`config.mk`:
```
export PLATFORM = sky130hd
export DESIGN_NAME = fns_ftf_encoder_iter
export DESIGN_NICKNAME = d
export VERILOG_FILES = /design/src/rtl/fns_pkg.sv /design/src/rtl/fns_ftf_digit.sv /design/src/rtl/fns_ftf_encoder_iter.sv
export SDC_FILE = /design/constraint.sdc
export NUM_CORES = 1
export LEC_CHECK = 0
export ABC_AREA = 1
export CORE_MARGIN = 2
export CORE_UTILIZATION = 45
export DETAILED_ROUTE_END_ITERATION = 16
export PLACE_DENSITY_LB_ADDON = 0.1
export SYNTH_ARGS = -nofsm -noshare
export SYNTH_HDL_FRONTEND = slang
export SYNTH_SLANG_ARGS = --single-unit
```
`constraint.sdc`:
```
create_clock -name clock -period 4.2 [get_ports clock]
set_input_delay 0.63 -clock clock [delete_from_list [all_inputs] [get_ports clock]]
set_output_delay 0.63 -clock clock [all_outputs]
set_load 0.05 [all_outputs]
```
`src/rtl/fns_pkg.sv`:
```
// Shared definitions for the FNS forbidden-transition-free encoder family.
//   fns_weight(k)     : Fibonacci-style weight W[k] (W[0]=W[1]=1), 64-bit
//   fns_limit(code_w) : first out-of-range value, W[code_w+1]
//   fns_params_ok     : legality of CODE_W / SPC / DATA_W
//   fns_enc_state_t   : encoder FSM states
package fns_pkg;

  typedef enum logic [1:0] {
    IDLE,
    RUN,
    DONE
  } fns_enc_state_t;

  function automatic logic [63:0] fns_weight(input int unsigned k);
    logic [63:0] a;
    logic [63:0] b;
    logic [63:0] t;
    a = 64'd1;
    b = 64'd1;
    for (int unsigned i = 1; i < k; i++) begin
      t = a + b;
      a = b;
      b = t;
    end
    return b;
  endfunction

  function automatic logic [63:0] fns_limit(input int unsigned code_w);
    return fns_weight(code_w + 1);
  endfunction

  // The remainder register must hold every legal input, so 2^data_w >= limit.
  function automatic logic fns_params_ok(input int unsigned code_w,
                                         input int unsigned spc,
                                         input int unsigned data_w);
    logic ok;
    ok = (code_w >= 3) && (code_w <= 62) && (spc >= 1) && (spc <= code_w) &&
         ((code_w % spc) == 0) && (data_w >= 1) && (data_w <= 64);
    if (ok && (data_w < 64)) ok = ((64'd1 << data_w) >= fns_limit(code_w));
    return ok;
  endfunction

endpackage

```
`src/rtl/fns_ftf_digit.sv`:
```
// One FTF digit decision.
//   r      : remainder entering this position
//   p      : digit chosen for the next-higher position
//   wk/wk1 : weights W[k] and W[k+1]
//   digit  : resolved digit; r_next : remainder after subtracting W[k]
// Position 0 uses W[0]=W[1]=1, which reduces to digit = r[0] for r in {0,1}.
module fns_ftf_digit #(
  parameter int unsigned DATA_W = 30
) (
  input  logic [DATA_W-1:0] r,
  input  logic              p,
  input  logic [DATA_W-1:0] wk,
  input  logic [DATA_W-1:0] wk1,
  output logic              digit,
  output logic [DATA_W-1:0] r_next
);

  always_comb begin
    if (r < wk)        digit = 1'b0;
    else if (r >= wk1) digit = 1'b1;
    else               digit = p;
    r_next = digit ? (r - wk) : r;
  end

endmodule

```
`src/rtl/fns_ftf_encoder_iter.sv`:
```
// Iterative binary -> FTF Fibonacci-numeral-system encoder, SPC digits/cycle.
//   clock, reset_n        : clock, async active-low reset
//   in_data/valid/ready   : input word handshake
//   code_out/out_err      : codeword (MSB = position CODE_W-1), range error
//   out_valid/out_ready   : result handshake
module fns_ftf_encoder_iter
  import fns_pkg::*;
#(
  parameter int unsigned CODE_W = 42,
  parameter int unsigned SPC    = 1,
  parameter int unsigned DATA_W = 30
) (
  input  logic              clock,
  input  logic              reset_n,
  input  logic [DATA_W-1:0] in_data,
  input  logic              in_valid,
  output logic              in_ready,
  output logic [CODE_W-1:0] code_out,
  output logic              out_err,
  output logic              out_valid,
  input  logic              out_ready
);

  localparam int unsigned TAB_W = $clog2(CODE_W + 1);
  localparam int unsigned TAB_N = 1 << TAB_W;
  localparam logic [63:0] LIMIT = fns_limit(CODE_W);

  if (!fns_params_ok(CODE_W, SPC, DATA_W)) begin : g_bad_params
    $error("fns_ftf_encoder_iter: illegal CODE_W/SPC/DATA_W combination");
  end

  fns_enc_state_t    state_q, state_n;
  logic [DATA_W-1:0] r_q, r_n;
  logic [TAB_W-1:0]  pos_q, pos_n;
  logic              p_q, p_n;
  logic [CODE_W-1:0] code_q, code_n;
  logic [CODE_W-1:0] code_out_n;
  logic              out_err_n;

  // Constant weight table W[0..CODE_W], padded to a power of two.
  logic [DATA_W-1:0] wtab [TAB_N];
  for (genvar k = 0; k < TAB_N; k++) begin : g_wtab
    if (k <= CODE_W) begin : g_w
      assign wtab[k] = DATA_W'(fns_weight(k));
    end else begin : g_z
      assign wtab[k] = '0;
    end
  end

  // Chain of SPC digit stages covering positions pos down to pos-SPC+1.
  logic [DATA_W-1:0] r_chain [SPC+1];
  logic [SPC:0]      p_chain;
  logic [SPC-1:0]    step_bits;

  assign r_chain[0] = r_q;
  assign p_chain[0] = p_q;

  for (genvar i = 0; i < SPC; i++) begin : g_chain
    logic [TAB_W-1:0] idx;
    logic [TAB_W-1:0] idx1;
    assign idx  = pos_q - TAB_W'(i);
    assign idx1 = idx + TAB_W'(1);
    fns_ftf_digit #(.DATA_W(DATA_W)) u_digit (
      .r      (r_chain[i]),
      .p      (p_chain[i]),
      .wk     (wtab[idx]),
      .wk1    (wtab[idx1]),
      .digit  (p_chain[i+1]),
      .r_next (r_chain[i+1])
    );
    assign step_bits[SPC-1-i] = p_chain[i+1];
  end

  // Next-state and registered-output logic.
  always_comb begin
    state_n    = state_q;
    r_n        = r_q;
    pos_n      = pos_q;
    p_n        = p_q;
    code_n     = code_q;
    code_out_n = code_out;
    out_err_n  = out_err;
    unique case (state_q)
      IDLE: begin
        if (in_valid) begin
          if (64'(in_data) < LIMIT) begin
            r_n     = in_data;
            pos_n   = TAB_W'(CODE_W - 1);
            p_n     = 1'b0;
            code_n  = '0;
            state_n = RUN;
          end else begin
            code_out_n = '0;
            out_err_n  = 1'b1;
            state_n    = DONE;
          end
        end
      end
      RUN: begin
        r_n    = r_chain[SPC];
        p_n    = p_chain[SPC];
        code_n = (code_q << SPC) | CODE_W'(step_bits);
        pos_n  = pos_q - TAB_W'(SPC);
        if (pos_q == TAB_W'(SPC - 1)) begin
          code_out_n = code_n;
          out_err_n  = 1'b0;
          state_n    = DONE;
        end
      end
      DONE: begin
        if (out_ready) begin
          code_out_n = '0;
          out_err_n  = 1'b0;
          state_n    = IDLE;
        end
      end
      default: state_n = IDLE;
    endcase
  end

  // State, datapath and output registers.
  always_ff @(posedge clock or negedge reset_n) begin
    if (!reset_n) begin
      state_q   <= IDLE;
      r_q       <= '0;
      pos_q     <= '0;
      p_q       <= 1'b0;
      code_q    <= '0;
      code_out  <= '0;
      out_err   <= 1'b0;
      out_valid <= 1'b0;
      in_ready  <= 1'b1;
    end else begin
      state_q   <= state_n;
      r_q       <= r_n;
      pos_q     <= pos_n;
      p_q       <= p_n;
      code_q    <= code_n;
      code_out  <= code_out_n;
      out_err   <= out_err_n;
      out_valid <= (state_n == DONE);
      in_ready  <= (state_n == IDLE);
    end
  end

endmodule
```
# Word level (Yosys, flattened, before mapping)
# Memory sizes are Yosys's and may differ from the RTL's.
# Index checks and enable logic that the tools add are counted.
# word_totals
mem_bits_ro	3840
input_bits	34
mem_count	2
register_bits	125
latchBits	0
out_inout_bits	45
ram_bits	0
# memory_table
name	depth	width	read_ports	rd_ports_with_merged_regs	wr	line	rtl
(no name shown)	64	30	1	0	0	fns_ftf_encoder_iter.sv:67	.wk1 (wtab[idx1]),
(no name shown)	64	30	1	0	0	fns_ftf_encoder_iter.sv:66	.wk (wtab[idx]),
# op_classes
reduce_logical	8
n_shift	0
addsub	3
n_lt_le_gt_ge	5
n_bitwise	3
mul	0
div_mod_pow	0
n_mux	34
eq_ne	9
# op_table
cell	count
$mux 30	7
$mux 42	4
$pmux 42 s3	1
$mux 41	2
$pmux 41 s2	1
$pmux 30 s2	1
$or 42x1->42	1
$ge 30x30->1	1
$lt 30x30->1	1
$lt 30x30->1 const B	1
$sub 30x30->30	1
$ge 7x7->1 const B	2
$not 6->7	2
$mux 6	2
$ne 2x2->1 const B	6
$pmux 6 s2	1
$mux 1	8
$mux 2	4
$add 6x1->6 const B	1
$logic_not 6->1	1
$pmux 2 s3	1
$sub 6x1->6 const B	1
$reduce_and 5->1	1
$eq 2x2->1 const B	2
8 further kinds	9

# Logic depth before layout (Yosys ltp)
# logic_depth
word_depth	11
ltp_mapped	27

# Hierarchy
# Synthesis repeated with hierarchy kept, for this count alone.
# unflattened
cells_unflattened	1817
hier_area_um2	11488.5
# modules_own_cells
module	instances	area_each_um2	cells_each	seq_area_each_um2
fns_ftf_encoder_iter	1	7609.8	1034	3104.2
fns_ftf_digit	1	3878.7	783	0.0

# Least setup slack after synthesis
# No wires, ideal clock.
# synth_path
path_kind	flip-flop to flip-flop
start	register pos_q[0]
end	register r_q[24]
t_required_ps	4083
path_stages_with_launch	24
path_buffers	2
setup_slack_ps	373
arrival_ps	3710
path_cell_list	dfrtp_1 -> buf_2 -> clkinv_1 -> ha_1 -> inv_1 -> a21oi_1 -> nor2_1 -> o32ai_1 -> ha_1 -> inv_1 -> fa_1 -> nand3_1 -> nand3_2 -> nand2_1 -> nand2_1 -> nand2_1 -> nand2_1 -> nand2_1 -> a21oi_1 -> nand2_1 -> nand2_2 -> buf_4 -> nand3_1 -> nand2_1
# synth_via
elab_chain_len	10
# synth_rtl
element	line	rtl
start, declared	fns_ftf_encoder_iter.sv:34	logic [TAB_W-1:0] pos_q, pos_n;
start signal, assigned	fns_ftf_encoder_iter.sv:136	pos_q <= pos_n;
$add 6x1->6	fns_ftf_encoder_iter.sv:62	assign idx1 = idx + TAB_W'(1);
$not 6->7 (implied by the code)	fns_ftf_encoder_iter.sv:67	
$mem_v2 64x30	n/a	
$mux 30 (implied by the code) (2 in series)	fns_ftf_encoder_iter.sv:67	
$ge 30x30->1	fns_ftf_digit.sv:20	else if (r >= wk1) digit = 1'b1;
$mux 1	fns_ftf_digit.sv:20	
$mux 1	fns_ftf_digit.sv:19	if (r < wk) digit = 1'b0;
$ne 2x2->1 (no line)	n/a	
$reduce_and 4->1 (no line)	n/a	
end signal, assigned	fns_ftf_encoder_iter.sv:135	r_q <= r_n;
end, declared	fns_ftf_encoder_iter.sv:33	logic [DATA_W-1:0] r_q, r_n;
# Several ways; a longest one is shown, not always the timed one. The select of a mux whose other input is x is not followed.
# A chain may end at the register's enable or synchronous reset.

# Worst setup path in the final report
# layout_path
start	register pos_q[1]
end	register r_q[22]
# Same word-level chain as after synthesis.

==> flow_metrics.py <==
metrics = {
    "hold_path": {
        "hold_class": "primary input to async pin",
    },
    "synth": {
        "synth_common_cells": "nand2_1 (611), inv_1 (189), nor2_1 (126)",
        "ys_seq_elements": 124,
        "async_flop_share_pct": 100,
        "synthesis.area_um2": 10800,
        "synth_warnings": 0,
        "synth_top_area_share_pct": 28.6,
        "yosys.cell_count.top_type": "nand2_1",
        "synthesis.nets": 1808,
        "ys.flop_type": "dfrtp_1",
        "synth_area_leaders": "dfrtp_1 (29%), nand2_1 (21%), ha_1 (11%), inv_1 (6.6%), nand3_1 (4.6%)",
        "synth_cells": 1682,
        "synth-seq-area-share_pct": 28.9,
        "synth_top_area_cell": "dfrtp_1",
        "synth_edf_count": 0,
        "ys_types": 51,
        "avgSynthCellArea_um2": 6.39,
    },
    "finish": {
        "drive_gt1_share_pct": 8.22,
        "nets": 1914,
        "syn2layout_area_growth_pct": 19.6,
    },
    "job": {
        "cap_violations": 0,
    },
    "critical_path": {
        "r2r-end": "r_q[22]",
        "rrSetupSlack_ns": 0.21,
        "cp_common_cell": "nand2_1",
        "critPathMaxStageDelay_ns": 0.45,
        "reg2reg_depth": 23,
        "end_kind": "register",
        "r2r-start": "pos_q[1]",
        "slowest_stage": "dfrtp_2",
        "crit_family": "simple AND/OR/NAND/NOR gates",
        "crit_buf_inv": 3,
        "path_cells": "ha_1 -> ha_1 -> buf_12 -> a21oi_1 -> o21ai_0 -> nand3_1 -> a21oi_1 -> a21oi_1 -> ha_1 -> nand2_1 -> inv_1 -> nand2_1 -> nand3_1 -> nand2_1 -> nand2_1 -> nand2_1 -> nand4_1 -> nand2_1 -> nand2_2 -> nand2_2 -> buf_12 -> nand2_1 -> nand2_1",
        "cp.arrival_ns": 4.35,
        "crit_required_ns": 4.56,
        "startpoint_type": "register",
        "cp_max_fo": 36,
        "path_class": "register to register",
    },
    "detailed_routing": {
        "drt_iter0_drc": 1169,
        "avgRoutedWirePerCell_um": 18.4,
        "drc_errors": 0,
        "wl_mm": 39.1,
        "drtPass1Iterations": 5,
        "ant_nets": 0,
        "via_count": 11500,
        "vias_per_cell": 5.40,
    },
    "placed_design": {
        "post-place-ws_ns": 0.239,
        "dpl.hpwl_mm": 30.4,
        "io_buffers": 78,
        "place_congestion": 0.974,
    },
    "floorplanning": {
        "die_area_um2": 25100,
        "rows": 56,
        "top_level_ports": 79,
        "die_x_um": 159,
        "core_area_um2": 23500,
        "die_y_um": 159,
        "start_util_pct": 45.8,
    },
    "cts": {
        "clkTransAtPathRegs_ns": 0.07,
        "cts_tree": "built",
        "hold_buffers": 0,
        "cts_buffers": 17,
        "cts.sinks": 124,
        "cts_buffer_depth": 2,
        "ctsRootBufferMaster": "clkbuf_16",
        "htree_levels": 4,
        "insertion_delay_ns": 0.42,
    },
    "global_route": {
        "globalRouteTotalUtil_pct": 31.6,
        "antenna_found_initial": 1,
        "grt_max_degree": 77,
        "overflow": 0,
        "grt_pass1_wl_mm": 60.4,
        "first_global_vias": 10800,
    },
    "timing": {
        "timing.slew.headroom_pct": 30.3,
        "fin_ws_ns": 0.210,
        "tns_ns": 0,
        "finalHoldViolCount": 0,
        "holdWs_ns": 0.377,
        "period_needed_ns": 3.99,
        "slew_viol_final": 0,
        "tightest_slew_ns": 1.05,
        "timing.fmax_ghz": 0.251,
        "rsz0062_at_grt": "false",
        "period_share_pct": 95.0,
        "finClkSkew_ns": 0.0115,
        "setup_viol": 0,
    },
    "run_status": {
        "status": "finished clean",
    },
}
## worst max path at each step
stage          depth (start not counted)  slack (ns)      from       to
2_1_floorplan                         23        0.37  pos_q[0]  r_q[24]
3_3_place_gp                          22        0.18  pos_q[1]  r_q[19]
3_5_place_dp                          22        0.24  pos_q[1]  r_q[13]
4_1_cts                               22        0.23  pos_q[1]  r_q[13]
5_1_grt                               24       0.008  pos_q[1]  r_q[29]
6_report                              23        0.21  pos_q[1]  r_q[22]
## worst register-to-register path, cell delays in order (launching register included)
cell,delay (ns)
dfrtp_2,0.45
ha_1,0.29
ha_1,0.37
buf_12,0.19
a21oi_1,0.38
o21ai_0,0.16
nand3_1,0.10
a21oi_1,0.06
a21oi_1,0.35
ha_1,0.33
nand2_1,0.09
inv_1,0.07
nand2_1,0.06
nand3_1,0.08
nand2_1,0.06
nand2_1,0.07
nand2_1,0.06
nand4_1,0.11
nand2_1,0.12
nand2_2,0.09
nand2_2,0.09
buf_12,0.19
nand2_1,0.10
nand2_1,0.07
## placed cells by master (no fill, tap or decap), types with 3 or more instances in the layout
cell,n
a211oi_1,4
a21oi_1,70
a31oi_1,5
a32oi_1,5
buf_12,8
buf_4,68
clkbuf_16,17
clkdlybuf4s50_1,77
clkinv_4,3
dfrtp_1,122
ha_1,87
ha_2,4
inv_1,188
inv_2,8
inv_6,5
inv_8,3
nand2_1,611
nand2_2,5
nand3_1,98
nand4_1,14
nor2_1,124
nor2_2,5
nor3_1,13
o211ai_1,10
o21ai_0,97
o21ai_1,81
o21ai_2,3
o22ai_1,3
o311ai_0,3
o31ai_1,4
o32ai_1,5
or2_2,6
xor2_1,5
## per-stage QoR
| step | area, um2 | instances | util (%) |
|---|---|---|---|
| final | 12900 | 2121 | 54.8 |
| after global routing | 12900 | 2120 | 54.8 |
| after CTS | 12800 | 2118 | 54.5 |
| after detailed placement | 12200 | 2086 | 52.0 |
| after global placement | 12200 | 2086 | 52.0 |
| after floorplan | 10800 | 1682 | - |
## state kept, by name (all words and copies together), names as in the netlist
register / cells
code_out: 42
code_q: 41
in_ready: 1
out_err: 1
out_valid: 1
pos_q: 6
r_q: 30
state_q: 2
## cell families (layout without fill, tap and decap cells)
logic type	after synthesis	after routing	share of synthesized area, %
adders and majority gates	92	92	10.8
DFF	124	124	28.9
other	0	1	0
AOI/OAI and AO/OA	308	308	16.0
xor gates and xnor gates	9	9	0.803
buffers and inverters	264	383	10.4
and+or+nand+nor	885	885	33.1
## routing by layer
| metal | global-route usage [%] | share of wire [%] |
|---|---|---|
| met5 | 0 | 0 |
| met4 | 14.7 | 4.3 |
| met3 | 6.40 | 8.3 |
| met2 | 48.0 | 43 |
| met1 | 43.2 | 44 |
## repair_timing
action / CTS / global route
setup buffers: 0 / 2
setup endpoints to repair: 0 / 30
gates resized for setup: 0 / 13
hold endpoints to repair: 0 / 0
## final cells by class
| cell class | instances | area [um2] |
|---|---|---|
| fill | 2392 | 10600 |
| inverter | 198 | 743 |
| clock inverter | 15 | 176 |
| tap | 319 | 399 |
| sequential | 124 | 3110 |
| antenna | 1 | 2.50 |
| timing repair buffer | 153 | 1440 |
| clock buffer | 17 | 425 |
| multi-input combinational | 1294 | 6560 |
Power is left out: the tool's default activity adds up to more than one toggle a clock period on the data nets, which glitch-free logic cannot reach.
